==> config.mk <==
export PLATFORM = sky130hd
export DESIGN_NAME = board_tile_reader
export DESIGN_NICKNAME = d
export VERILOG_FILES = /design/src/rtl/board_tile_reader.sv
export SDC_FILE = /design/constraint.sdc
export NUM_CORES = 1
export LEC_CHECK = 0
export ABC_AREA = 1
export CELL_PAD_IN_SITES_DETAIL_PLACEMENT = 0
export CELL_PAD_IN_SITES_GLOBAL_PLACEMENT = 1
export CORE_ASPECT_RATIO = 1.25
export CORE_MARGIN = 4
export CORE_UTILIZATION = 37
export CTS_CLUSTER_DIAMETER = 200
export DETAILED_ROUTE_END_ITERATION = 12
export PLACE_DENSITY_LB_ADDON = 0.1
export SYNTH_ARGS = -nofsm -noshare
export SYNTH_HDL_FRONTEND = slang
export SYNTH_SLANG_ARGS = --single-unit
==> constraint.sdc <==
create_clock -name SymClk -period 10.6 [get_ports SymClk]
set_input_delay 1.59 -clock SymClk [delete_from_list [all_inputs] [get_ports SymClk]]
set_output_delay 1.59 -clock SymClk [all_outputs]
set_load 0.005 [all_outputs]
==> src/rtl/board_tile_reader.sv <==
// Display-side reader: snapshots the 16-tile board each frame into a 4-bit exponent bank
// and colours pixels through a 2-stage pipeline. Optional feature macro: DONE_BLINK_EN.
module board_tile_reader #(
    parameter int BOARD_X0   = 192,
    parameter int BOARD_Y0   = 112,
    parameter int TILE_SHIFT = 6,
    parameter int GAP        = 4
) (
    input  logic         SymClk,
    input  logic         Reset,
    input  logic [191:0] MatrixCopy,
    input  logic         Done,
    input  logic         frame_start,
    input  logic         pix_valid,
    input  logic [9:0]   pix_x,
    input  logic [9:0]   pix_y,
    output logic         rgb_valid,
    output logic         vga_r,
    output logic         vga_g,
    output logic         vga_b,
    output logic         scan_busy,
    output logic         bad_tile
);

    localparam logic signed [10:0]   X0_S   = 11'(BOARD_X0);
    localparam logic signed [10:0]   Y0_S   = 11'(BOARD_Y0);
    localparam logic signed [10:0]   SPAN_S = 11'(4 << TILE_SHIFT);
    localparam logic [TILE_SHIFT-1:0] GAP_L = TILE_SHIFT'(GAP);

    typedef enum logic [1:0] {IDLE, SCAN, SWAP} state_t;

    state_t           state, state_nxt;
    logic [3:0]       tile_cnt;
    logic [191:0]     shadow;
    logic             disp_bank;
    logic [15:0][3:0] bank0, bank1;
    logic             scan_we;
    logic [11:0]      cur_tile;
    logic [3:0]       cur_exp;
    logic             blink;

    // Zero, an exact power of two 2..2048, or anything else (flagged as 15).
    function automatic logic [3:0] tile_exp(input logic [11:0] v);
        logic [3:0] e;
        e = 4'd15;
        if (v == 12'd0) begin
            e = 4'd0;
        end else begin
            for (int k = 1; k < 12; k++) begin
                if (v == (12'd1 << k)) e = 4'(k);
            end
        end
        return e;
    endfunction

    function automatic logic [2:0] exp_colour(input logic [3:0] e);
        logic [2:0] c;
        case (e)
            4'd0:    c = 3'b001;
            4'd1:    c = 3'b010;
            4'd2:    c = 3'b011;
            4'd3:    c = 3'b100;
            4'd4:    c = 3'b101;
            4'd5, 4'd6, 4'd7, 4'd8, 4'd9, 4'd10, 4'd11: c = 3'b110;
            default: c = 3'b111;
        endcase
        return c;
    endfunction

    always_ff @(posedge SymClk or posedge Reset) begin
        if (Reset) state <= IDLE;
        else       state <= state_nxt;
    end

    always_comb begin
        state_nxt = state;
        case (state)
            IDLE:    if (frame_start) state_nxt = SCAN;
            SCAN:    if (tile_cnt == 4'd15) state_nxt = SWAP;
            SWAP:    state_nxt = IDLE;
            default: state_nxt = IDLE;
        endcase
    end

    always_comb begin
        scan_busy = (state == SCAN);
        scan_we   = (state == SCAN);
    end

    always_ff @(posedge SymClk or posedge Reset) begin
        if (Reset) begin
            shadow   <= '0;
            tile_cnt <= '0;
        end else if (state == IDLE && frame_start) begin
            shadow   <= MatrixCopy;
            tile_cnt <= '0;
        end else if (scan_we) begin
            tile_cnt <= tile_cnt + 4'd1;
        end
    end

    assign cur_tile = shadow[int'(tile_cnt) * 12 +: 12];
    assign cur_exp  = tile_exp(cur_tile);

    // Scan results land in the bank not on display; the swap flips which one is shown.
    always_ff @(posedge SymClk or posedge Reset) begin
        if (Reset) begin
            bank0     <= '0;
            bank1     <= '0;
            disp_bank <= 1'b0;
            bad_tile  <= 1'b0;
        end else begin
            if (scan_we) begin
                if (disp_bank) bank0[tile_cnt] <= cur_exp;
                else           bank1[tile_cnt] <= cur_exp;
                if (cur_exp == 4'd15) bad_tile <= 1'b1;
            end
            if (state == SWAP) disp_bank <= ~disp_bank;
        end
    end

`ifdef DONE_BLINK_EN
    logic [4:0] frame_cnt;

    always_ff @(posedge SymClk or posedge Reset) begin
        if (Reset)            frame_cnt <= '0;
        else if (frame_start) frame_cnt <= frame_cnt + 5'd1;
    end

    assign blink = Done && frame_cnt[4];
`else
    logic unused_done;

    assign unused_done = Done;
    assign blink       = 1'b0;
`endif

    logic signed [10:0] lx_p0, ly_p0;
    logic               in_board_p0, gap_p0;
    logic [3:0]         tile_p0;

    assign lx_p0       = $signed({1'b0, pix_x}) - X0_S;
    assign ly_p0       = $signed({1'b0, pix_y}) - Y0_S;
    assign in_board_p0 = !lx_p0[10] && (lx_p0 < SPAN_S) && !ly_p0[10] && (ly_p0 < SPAN_S);
    assign gap_p0      = (lx_p0[TILE_SHIFT-1:0] < GAP_L) || (ly_p0[TILE_SHIFT-1:0] < GAP_L);
    assign tile_p0     = {ly_p0[TILE_SHIFT+1:TILE_SHIFT], lx_p0[TILE_SHIFT+1:TILE_SHIFT]};

    // S1 boundary: board-relative geometry registered.
    logic       vld_p1, in_board_p1, gap_p1;
    logic [3:0] tile_p1;

    always_ff @(posedge SymClk or posedge Reset) begin
        if (Reset) vld_p1 <= 1'b0;
        else       vld_p1 <= pix_valid;
    end

    always_ff @(posedge SymClk) begin
        in_board_p1 <= in_board_p0;
        gap_p1      <= gap_p0;
        tile_p1     <= tile_p0;
    end

    logic [3:0] exp_p1;
    logic [2:0] rgb_p1;

    assign exp_p1 = disp_bank ? bank1[tile_p1] : bank0[tile_p1];

    always_comb begin
        rgb_p1 = 3'b000;
        if (vld_p1 && in_board_p1) begin
            rgb_p1 = gap_p1 ? 3'b000 : exp_colour(exp_p1);
            if (blink) rgb_p1 = rgb_p1 ^ 3'b111;
        end
    end

    // S2 boundary: colour registered to the outputs.
    logic       vld_p2;
    logic [2:0] rgb_p2;

    always_ff @(posedge SymClk or posedge Reset) begin
        if (Reset) begin
            vld_p2 <= 1'b0;
            rgb_p2 <= 3'b000;
        end else begin
            vld_p2 <= vld_p1;
            rgb_p2 <= rgb_p1;
        end
    end

    assign rgb_valid = vld_p2;
    assign vga_r     = rgb_p2[2];
    assign vga_g     = rgb_p2[1];
    assign vga_b     = rgb_p2[0];

endmodule

[After elaboration in Yosys (flattened, before gate mapping)]
Memory sizes are Yosys's and may differ from the RTL's.
Index checks and enable logic that the tools add are counted.
W data, S select, Z words.
Word-level totals
  register bits: 339
  bits in latches: 0
  RAM bits: 0
  bits in read-only memories: 48
  input bits: 217
  logic and storage cells: 118
  memories kept: 1
Memories
  (name not given): words 16, width 3, read ports 1, clocked after memory_dff 0, write ports 0, line 58  | case (e)
Operators by class
  add/subtract/negate cells: 3
  multiply operators: 1
  divide/modulo/power cells: 0
  order comparisons: 7
  equal/unequal tests: 17
  shift-type cells: 1
  muxes and demuxes: 28
  bitwise operators: 1
  reduce and logical (&&, ||, !) cells: 16
Operator list (count)
  $shiftx A192 B9 Y12: 1
  $bwmux W64: 2
  $mux W4: 18
  $bmux W4 S4: 2
  $lt A11 B10 Y1 const B: 2
  $demux W4 S4: 1
  $eq A12 B10 Y1 const B: 1
  $eq A12 B11 Y1 const B: 1
  $eq A12 B12 Y1 const B: 1
  $eq A12 B2 Y1 const B: 1
  $eq A12 B3 Y1 const B: 1
  $eq A12 B4 Y1 const B: 1
  $eq A12 B5 Y1 const B: 1
  $eq A12 B6 Y1 const B: 1
  $eq A12 B7 Y1 const B: 1
  $eq A12 B8 Y1 const B: 1
  $eq A12 B9 Y1 const B: 1
  $logic_not A12 Y1: 1
  $lt A6 B3 Y1 const B: 2
  $sub A10 B7 Y11 const B: 1
  $sub A10 B8 Y11 const B: 1
  $lt A4 B5 Y1 const B: 2
  $eq A4 B4 Y1 const B: 2
  $reduce_and A2 Y1: 4
  other kinds (16): 24

[Depth between registers and ports, before layout]
Gate-level depths: netlist of run 1.
  word-level depth: 17
  mapped depth: 21

[Worst setup path after synthesis of run 1]
Ideal clock, no wire load.
  kind: input to register
  start point: in frame_start
  end point: reg shadow[10]
  arrival time: 2.676 ns
  required time: 10.475 ns
  path slack: 7.799 ns
  stages: 4
  cells stage by stage: nand2_1 > clkbuf_1 > clkbuf_1 > mux2_2
Between the ends
  longest elaborated chain between the ends: 1
RTL lines
  start: declaration: line 13  | input logic frame_start,
  $logic_and A1 B1 Y1: line 94  | end else if (state == IDLE && frame_start) begin
  end signal: assignment: line 95  | shadow <= MatrixCopy;
  end: declaration: line 34  | logic [191:0] shadow;
No other way between the ends.
A chain may end at the register's enable or synchronous reset.

[Worst setup path after layout of run 1]
  start point: reg tile_cnt[0]
  end point: reg bank1[19] (netlist bit)
Between the ends
  longest elaborated chain between the ends: 16
  elaborated cells between the ends (all ways): 32
RTL lines
  start: declaration: line 33  | logic [3:0] tile_cnt;
  start signal: assignment: line 98  | tile_cnt <= tile_cnt + 4'd1;
  $mul A4 B2 Y6: line 102  | assign cur_tile = shadow[int'(tile_cnt) * 12 +: 12];
  $shiftx A192 B9 Y12: line 102
  $eq A12 B2 Y1: line 50  | if (v == (12'd1 << k)) e = 4'(k);
  $mux W4 (11 in series): line 50
  $mux W4: line 46  | if (v == 12'd0) begin
  $bwmux W64 (*): line 115  | else bank1[tile_cnt] <= cur_exp;
  end signal: indexed assignment: line 115
  end: declaration: line 36  | logic [15:0][3:0] bank0, bank1;
Mark *: on every way between the ends. The rest lies on a longest branch, timed or not.

==> results of run 1 <==
layout make-up:
class                   instances  area share [%]
inverters                     193           3.558
clock buffers                  63           5.857
well taps                     572           3.497
multi-input cells            1457           34.10
repair buffers                233           11.26
flip-flops and latches        339           41.33
clock inverters                 8          0.3730
diodes                          2         0.02446
cell usage after synthesis, types with 2 or more instances:
cell type | count | share of area, %
sky130_fd_sc_hd__a21oi_1 | 122 | 3.6
sky130_fd_sc_hd__buf_1 | 14 | 0.31
sky130_fd_sc_hd__buf_2 | 21 | 0.63
sky130_fd_sc_hd__buf_4 | 17 | 0.76
sky130_fd_sc_hd__buf_6 | 10 | 0.67
sky130_fd_sc_hd__clkbuf_1 | 54 | 1.2
sky130_fd_sc_hd__dfrtp_1 | 333 | 50
sky130_fd_sc_hd__dfxtp_1 | 6 | 0.72
sky130_fd_sc_hd__ha_1 | 7 | 0.52
sky130_fd_sc_hd__inv_1 | 186 | 4.2
sky130_fd_sc_hd__inv_2 | 7 | 0.16
sky130_fd_sc_hd__mux2_2 | 77 | 5.2
sky130_fd_sc_hd__nand2_1 | 558 | 13
sky130_fd_sc_hd__nand2_2 | 5 | 0.19
sky130_fd_sc_hd__nand3_1 | 97 | 2.9
sky130_fd_sc_hd__nand4_1 | 33 | 1.2
sky130_fd_sc_hd__nor2_1 | 330 | 7.4
sky130_fd_sc_hd__nor2_2 | 3 | 0.11
sky130_fd_sc_hd__nor2_4 | 5 | 0.34
sky130_fd_sc_hd__nor3_1 | 25 | 0.75
sky130_fd_sc_hd__o211ai_1 | 3 | 0.13
sky130_fd_sc_hd__o21ai_0 | 115 | 3.4
sky130_fd_sc_hd__o21ai_1 | 28 | 0.84
sky130_fd_sc_hd__o221ai_1 | 22 | 1.2
sky130_fd_sc_hd__o22ai_1 | 9 | 0.34
sky130_fd_sc_hd__o31ai_1 | 3 | 0.13
sky130_fd_sc_hd__xnor2_1 | 2 | 0.10
sky130_fd_sc_hd__xor2_1 | 2 | 0.10
power by group:
group	leakage, nW	internal (mW)	switching (mW)
clock	0.629	0.800	0.552
sequential	3.90	1.88	0.279
combinational	5.31	0.821	1.40
per-layer routing:
layer | routed length (um) | global-route usage, %
met1 | 20960 | 25.30
met2 | 25440 | 36.50
met5 | 77 | 0
met4 | 1345 | 5.733
met3 | 2607 | 4.755
metrics by stage:
step / std cells / util [%]
after CTS: 2865 / 46.04
after floorplan: 2105 / -
after global placement: 2794 / 43.17
after detailed placement: 2794 / 43.17
final: 2867 / 46.05
after global routing: 2866 / 46.04
cells by family (layout without fill, tap and decap cells):
kind of cell | after synthesis | in the layout | share of synthesized area [%]
simple gates | 1064 | 1064 | 25.87
flops | 339 | 339 | 50.48
buf+inv | 309 | 497 | 7.912
compound gates | 305 | 305 | 9.825
mux | 77 | 77 | 5.178
fa+ha+maj | 7 | 7 | 0.5230
xor+xnor | 4 | 4 | 0.2092
other cells | 0 | 2 | 0
sequential cells by signal (all words and copies together) (netlist names), 2 cells and up:
name      flops
bank0        64
bank1        64
rgb_p2        3
shadow      192
state         2
tile_cnt      4
tile_p1       4
final timing paths:
check,endpoint,start,slack (ns)
setup / recovery,bank1[19],tile_cnt[0],5.74
setup reg to reg,bank1[19],tile_cnt[0],5.74
hold / removal,rgb_valid,vld_p1,0.39
hold reg to reg,rgb_valid,vld_p1,0.39
max in group asynchronous,bank1[42],Reset,6.81
min in group asynchronous,shadow[12],Reset,1.56
critical path, stage by stage, from the launching register on:
cell,delay (ns)
sky130_fd_sc_hd__dfrtp_4,0.82
sky130_fd_sc_hd__buf_4,0.81
sky130_fd_sc_hd__nor2_1,0.12
sky130_fd_sc_hd__nor2_1,0.11
sky130_fd_sc_hd__o21ai_0,0.09
sky130_fd_sc_hd__nand2_1,0.15
sky130_fd_sc_hd__nand2_1,0.07
sky130_fd_sc_hd__nand2_1,0.09
sky130_fd_sc_hd__nor2_1,0.07
sky130_fd_sc_hd__nand2_2,0.13
sky130_fd_sc_hd__nor2_8,0.06
sky130_fd_sc_hd__nand3_1,0.09
sky130_fd_sc_hd__nand2_1,0.09
sky130_fd_sc_hd__nor2_4,0.80
sky130_fd_sc_hd__nand2_2,0.15
sky130_fd_sc_hd__nor2_4,0.82
sky130_fd_sc_hd__nand2_1,0.15
sky130_fd_sc_hd__nand2_1,0.11
cell usage in the layout, fill, tap and decap left out, types with 15 or more instances in the layout:
cell                              netlist  final
sky130_fd_sc_hd__dfrtp_1              333    331
sky130_fd_sc_hd__nand2_1              558    556
sky130_fd_sc_hd__nor3_1                25     25
sky130_fd_sc_hd__nor2_1               330    330
sky130_fd_sc_hd__mux2_2                77     77
sky130_fd_sc_hd__o21ai_1               28     28
sky130_fd_sc_hd__o21ai_0              115    115
sky130_fd_sc_hd__inv_1                186    185
sky130_fd_sc_hd__buf_4                 17     15
sky130_fd_sc_hd__clkdlybuf4s50_1        0    217
sky130_fd_sc_hd__nand3_1               97     97
sky130_fd_sc_hd__clkbuf_16              0     41
sky130_fd_sc_hd__nand4_1               33     33
sky130_fd_sc_hd__o221ai_1              22     22
sky130_fd_sc_hd__a21oi_1              122    122
==> metrics.txt, run 1 <==
# TYPE chip_impl_metric gauge
chip_impl_metric{name="drive_gt1_share",unit="%"} 7.894
chip_impl_info{name="ys_dominant_reg_cell",value="sky130_fd_sc_hd__dfrtp_1"} 1
chip_impl_metric{name="area.sequential",unit="um^2"} 8458
chip_impl_metric{name="clk_pin_slew_worst_paths",unit="ns"} 0.06
chip_impl_metric{name="grt_antenna_before_repair",unit=""} 9
chip_impl_metric{name="ioPinCount",unit=""} 223
chip_impl_metric{name="drt_iter0_drc",unit=""} 830
chip_impl_metric{name="fmaxAchievable",unit="GHz"} 0.2056
chip_impl_metric{name="die_h",unit="um"} 245.9
chip_impl_metric{name="timing.hold.ws",unit="ns"} 0.3921
chip_impl_metric{name="dieArea",unit="um^2"} 48750
chip_impl_metric{name="first_global_vias",unit=""} 14420
chip_impl_metric{name="clk_path_buf_depth",unit=""} 3
chip_impl_metric{name="initial_utilization",unit="%"} 37.68
chip_impl_metric{name="grt_pass1_wl",unit="um"} 79470
chip_impl_metric{name="worst_skew_pair.late_latency",unit="ns"} 0.56
chip_impl_metric{name="syn-num-nets",unit=""} 2329
chip_impl_metric{name="fin_total_pwr",unit="mW"} 5.732
chip_impl_metric{name="synth.distinct_cells",unit=""} 39
chip_impl_metric{name="num_rows",unit=""} 86
chip_impl_info{name="outcome",value="finished clean"} 1
chip_impl_metric{name="cellPowerDensity",unit="nW/um^2"} 280.1
chip_impl_metric{name="slew_headroom",unit="%"} 28.66
chip_impl_metric{name="final_setup_violation_count",unit=""} 0
chip_impl_metric{name="detail-route-antenna-nets",unit=""} 0
chip_impl_metric{name="crit_path_max_fanout",unit=""} 78
chip_impl_metric{name="clock_sink_count",unit=""} 339
chip_impl_metric{name="holdPathStages",unit=""} 0
chip_impl_info{name="clk_root_buffer_cell",value="sky130_fd_sc_hd__clkbuf_16"} 1
chip_impl_metric{name="drt_wl_total",unit="um"} 50430
chip_impl_metric{name="timing_worst_slew_pin_value",unit="ns"} 1.069
chip_impl_metric{name="nFillCells",unit=""} 4532
chip_impl_metric{name="multi_input_comb_area",unit="um^2"} 6978
chip_impl_metric{name="cts-hold-fix-buffers",unit=""} 0
chip_impl_metric{name="placed_cell_area",unit="um^2"} 19180
chip_impl_metric{name="chipWidth",unit="um"} 198.3
chip_impl_metric{name="timing.reg2reg.worst_path_depth",unit=""} 17
chip_impl_metric{name="worst-endpoint-required",unit="ns"} 11.09
chip_impl_metric{name="final-max-slew-violation-count",unit=""} 0
chip_impl_metric{name="via_count",unit=""} 14250
chip_impl_metric{name="yosys_register_bits",unit=""} 339
chip_impl_metric{name="number_of_design_rule_violations_left_after_detail_routing",unit=""} 0
chip_impl_metric{name="grt_start_max_net_pins",unit=""} 169
chip_impl_metric{name="peak_vdd_ir",unit="mV"} 0.1207
chip_impl_metric{name="htree_levels",unit=""} 2
chip_impl_metric{name="fin_area",unit="um^2"} 20460
chip_impl_metric{name="post-route-worst-setup-slack",unit="ns"} 5.736
chip_impl_metric{name="dp.final_hpwl",unit="um"} 32840
chip_impl_metric{name="post_placement_setup_slack",unit="ns"} 5.668
chip_impl_metric{name="global_route.overflow_total",unit=""} 0
chip_impl_info{name="cts_tree",value="built"} 1
chip_impl_info{name="rsz0062_at_grt",value="false"} 1
chip_impl_metric{name="gr-usage-all-layers",unit="%"} 20.67
chip_impl_info{name="worst_hold_path_type",value="flop to flop"} 1
chip_impl_metric{name="yosysWarnings",unit=""} 0
chip_impl_metric{name="route.detailed.wl_per_inst",unit="um"} 17.59
chip_impl_metric{name="finalCriticalPeriod",unit="ns"} 4.864
chip_impl_metric{name="cts_inserted_buffers",unit=""} 40
chip_impl_metric{name="syn-instance-count",unit=""} 2105
chip_impl_metric{name="drt_pass1_iterations",unit=""} 5
chip_impl_metric{name="syn_avg_cell_area",unit="um^2"} 7.955
chip_impl_metric{name="edff_count_synth",unit=""} 0
chip_impl_metric{name="final-hold-violation-count",unit=""} 0
chip_impl_metric{name="synth-seq-area-share",unit="%"} 50.48
chip_impl_info{name="timing.setup.critical_path_class",value="flop to flop"} 1
chip_impl_info{name="worstSetupEndpointType",value="flop"} 1
chip_impl_metric{name="finalClockSkew",unit="ns"} 0.01681
chip_impl_metric{name="post-cts-setup-buffer-count",unit=""} 0
chip_impl_metric{name="post_cts.resized_instances",unit=""} 0
chip_impl_metric{name="layout-area-overhead-vs-synth",unit="%"} 22.21
chip_impl_metric{name="synthesis.area",unit="um^2"} 16750
chip_impl_metric{name="drt-vias-per-instance",unit=""} 4.969
chip_impl_metric{name="drv_cap",unit=""} 0
chip_impl_metric{name="nets",unit=""} 2488
chip_impl_info{name="worstSetupStartpointType",value="flop"} 1
chip_impl_metric{name="totalNegativeSetupSlack",unit="ns"} 0
chip_impl_metric{name="async_s_r_ff_share_synth",unit="%"} 98.23
chip_impl_metric{name="cellLeakagePower",unit="nW"} 9.839
chip_impl_metric{name="worst_ep_arrival_time",unit="ns"} 5.35
chip_impl_metric{name="globalplace.congestion",unit=""} 0.7759
chip_impl_metric{name="core_area",unit="um^2"} 44440
chip_impl_metric{name="timing.final.crit_share",unit="%"} 45.89
chip_impl_metric{name="port_buffers",unit=""} 217
(Power assumes the default switching activity.)
==> run 2, diff against run 1 <==
--- a/config.mk
+++ b/config.mk
@@ -10,7 +10,7 @@
 export CELL_PAD_IN_SITES_GLOBAL_PLACEMENT = 1
 export CORE_ASPECT_RATIO = 1.25
 export CORE_MARGIN = 4
-export CORE_UTILIZATION = 37
+export CORE_UTILIZATION = 40
 export CTS_CLUSTER_DIAMETER = 200
 export DETAILED_ROUTE_END_ITERATION = 12
 export PLACE_DENSITY_LB_ADDON = 0.1
==> constraint.sdc (replaced) <==
create_clock -name SymClk -period 4.6 [get_ports SymClk]
set_input_delay 0.69 -clock SymClk [delete_from_list [all_inputs] [get_ports SymClk]]
set_output_delay 0.69 -clock SymClk [all_outputs]
set_load 0.005 [all_outputs]
==> metrics.txt, run 2 (synthesis results as in run 1) <==
# TYPE chip_impl_metric gauge
chip_impl_info{name="most_frequent_cells_in_the_layout",value="556 x sky130_fd_sc_hd__nand2_1, 331 x sky130_fd_sc_hd__dfrtp_1, 330 x sky130_fd_sc_hd__nor2_1"} 1
chip_impl_info{name="outcome",value="finished clean"} 1
chip_impl_info{name="crit_path_top_delay_cell",value="sky130_fd_sc_hd__dfrtp_4"} 1
chip_impl_metric{name="cellPowerDensity",unit="nW/um^2"} 638.0
chip_impl_metric{name="peak_vdd_ir",unit="mV"} 0.3216
chip_impl_metric{name="initial_utilization",unit="%"} 40.62
chip_impl_metric{name="post_cts.resized_instances",unit=""} 0
chip_impl_metric{name="timing.final.crit_share",unit="%"} 72.11
chip_impl_metric{name="clock_sink_count",unit=""} 339
chip_impl_info{name="clk_root_buffer_cell",value="sky130_fd_sc_hd__clkbuf_16"} 1
chip_impl_metric{name="post-cts-setup-buffer-count",unit=""} 0
chip_impl_info{name="cts_tree",value="built"} 1
chip_impl_info{name="worst_hold_path_type",value="flop to flop"} 1
chip_impl_metric{name="worst-endpoint-required",unit="ns"} 4.99
chip_impl_metric{name="core_area",unit="um^2"} 41230
chip_impl_info{name="largestRegisters",value="shadow x192, bank0 x64, bank1 x64"} 1
chip_impl_metric{name="largest_register_ffs",unit=""} 192
chip_impl_metric{name="drt_wl_total",unit="um"} 48980
chip_impl_metric{name="timing.critical_path.depth",unit=""} 16
chip_impl_metric{name="drt-vias-per-instance",unit=""} 4.972
chip_impl_metric{name="gr-usage-all-layers",unit="%"} 21.64
chip_impl_metric{name="drt_iter0_drc",unit=""} 600
chip_impl_metric{name="nets",unit=""} 2505
chip_impl_metric{name="worst_skew_pair.late_latency",unit="ns"} 0.54
chip_impl_info{name="dominant_delay_contributor_by_cell_family_on_the_critical_path",value="simple AND/OR/NAND/NOR gates"} 1
chip_impl_metric{name="worst_path_largest_cell_delay",unit="ns"} 0.49
chip_impl_metric{name="grt_antenna_before_repair",unit=""} 4
chip_impl_metric{name="finalCriticalPeriod",unit="ns"} 3.317
chip_impl_metric{name="timing.reg2reg.worst_path_depth",unit=""} 16
chip_impl_metric{name="via_count",unit=""} 14220
chip_impl_info{name="endpoint",value="bank1[61]"} 1
chip_impl_info{name="max_flop_register",value="shadow"} 1
chip_impl_metric{name="dp.final_hpwl",unit="um"} 32830
chip_impl_metric{name="first_global_vias",unit=""} 14420
chip_impl_metric{name="drive_gt1_share",unit="%"} 8.369
chip_impl_metric{name="nFillCells",unit=""} 4158
chip_impl_metric{name="final-max-slew-violation-count",unit=""} 0
chip_impl_metric{name="finalClockSkew",unit="ns"} 0.02318
chip_impl_metric{name="dieArea",unit="um^2"} 45220
chip_impl_metric{name="clk_path_buf_depth",unit=""} 3
chip_impl_metric{name="ioPinCount",unit=""} 223
chip_impl_metric{name="fin_total_pwr",unit="mW"} 13.13
chip_impl_metric{name="worst_ep_arrival_time",unit="ns"} 3.71
chip_impl_metric{name="timing_worst_slew_pin_value",unit="ns"} 0.9991
chip_impl_metric{name="drv_cap",unit=""} 0
chip_impl_metric{name="global_route.overflow_total",unit=""} 0
chip_impl_metric{name="htree_levels",unit=""} 2
chip_impl_metric{name="slew_headroom",unit="%"} 33.39
chip_impl_info{name="r2r_startpoint",value="tile_cnt[0]"} 1
chip_impl_info{name="reg2reg_to",value="bank1[61]"} 1
chip_impl_info{name="worst_path_most_repeated_cell",value="sky130_fd_sc_hd__nand2_1"} 1
chip_impl_metric{name="detail-route-antenna-nets",unit=""} 0
chip_impl_metric{name="grt_start_max_net_pins",unit=""} 170
chip_impl_metric{name="chipWidth",unit="um"} 191.0
chip_impl_metric{name="grt_pass1_wl",unit="um"} 78100
chip_impl_info{name="worstSetupEndpointType",value="flop"} 1
chip_impl_metric{name="totalNegativeSetupSlack",unit="ns"} 0
chip_impl_metric{name="post-route-worst-setup-slack",unit="ns"} 1.283
chip_impl_info{name="rsz0062_at_grt",value="false"} 1
chip_impl_metric{name="final-hold-violation-count",unit=""} 0
chip_impl_metric{name="final_setup_violation_count",unit=""} 0
chip_impl_info{name="worstSetupStartpointType",value="flop"} 1
chip_impl_metric{name="clk_pin_slew_worst_paths",unit="ns"} 0.06
chip_impl_info{name="worstSetupStartpoint",value="tile_cnt[0]"} 1
chip_impl_metric{name="post_placement_setup_slack",unit="ns"} 1.224
chip_impl_metric{name="r2r_slack",unit="ns"} 1.28
chip_impl_metric{name="cellLeakagePower",unit="nW"} 9.919
chip_impl_metric{name="drt_pass1_iterations",unit=""} 4
chip_impl_metric{name="crit_path_max_fanout",unit=""} 33
chip_impl_metric{name="path_buf_inv",unit=""} 4
chip_impl_info{name="layout.cells.most_common",value="sky130_fd_sc_hd__nand2_1"} 1
chip_impl_metric{name="globalplace.congestion",unit=""} 0.8052
chip_impl_metric{name="fin_area",unit="um^2"} 20590
chip_impl_metric{name="num_rows",unit=""} 83
chip_impl_metric{name="die_h",unit="um"} 236.8
chip_impl_metric{name="placed_cell_area",unit="um^2"} 19400
chip_impl_metric{name="cts-hold-fix-buffers",unit=""} 0
chip_impl_metric{name="cts_inserted_buffers",unit=""} 38
chip_impl_metric{name="number_of_design_rule_violations_left_after_detail_routing",unit=""} 0
chip_impl_info{name="cell_chain_critical_path",value="inv_2, buf_12, nand2_1, nand3_1, nand2_1, nand2_1, nand2_1, nor2_1, nand2_2, inv_2, nand2_1, nor2_4, nand2_4, nand3_2, buf_4, o21ai_0"} 1
chip_impl_metric{name="port_buffers",unit=""} 217
chip_impl_info{name="timing.setup.critical_path_class",value="flop to flop"} 1
chip_impl_metric{name="layout-area-overhead-vs-synth",unit="%"} 22.93
chip_impl_metric{name="fmaxAchievable",unit="GHz"} 0.3015
chip_impl_metric{name="route.detailed.wl_per_inst",unit="um"} 17.13
run 2: report_power, final:
group	internal [mW]	switching (mW)	total (mW)
sequential	4.32	0.586	4.91
combinational	1.96	3.34	5.30
clock	1.73	1.20	2.93
total	8.01	5.12	13.1
run 2: stage by stage:
| stage | hold slack (ns) | instances | utilization (%) |
|---|---|---|---|
| floorplan | 0.3471 | 2105 | - |
| global placement | 0.3759 | 2793 | 47.06 |
| detailed placement | 0.3729 | 2793 | 47.06 |
| CTS | 0.3974 | 2858 | 49.92 |
| global route | 0.4116 | 2859 | 49.93 |
| finish | 0.3846 | 2860 | 49.93 |
run 2: worst min path at each step:
stage	to	depth (start not counted)	from
final	rgb_valid	0	vld_p1
after floorplan	rgb_valid	0	vld_p1
after global routing	rgb_valid	0	vld_p1
after detailed placement	rgb_valid	0	vld_p1
after global placement	rgb_valid	0	vld_p1
after CTS	rgb_valid	0	vld_p1
run 2: final cells by class:
class	instances	area [um^2]	area share, %
repair buffers	252	2547	12.37
multi-input cells	1457	6978	33.90
diodes	2	5.005	0.02431
inverters	193	728.2	3.537
clock inverters	5	53.80	0.2614
clock buffers	60	1125	5.464
flip-flops and latches	339	8458	41.09
well taps	552	690.7	3.355
run 2: per-layer routing:
metal | GRT usage [%] | share of wire (%) | vias up
li1 | - | - | 7091
met2 | 38.51 | 51 | 276
met4 | 6.684 | 2.8 | 4
met1 | 26.92 | 42 | 6778
met3 | 3.480 | 4.2 | 72
met5 | 0 | 0.051 | -
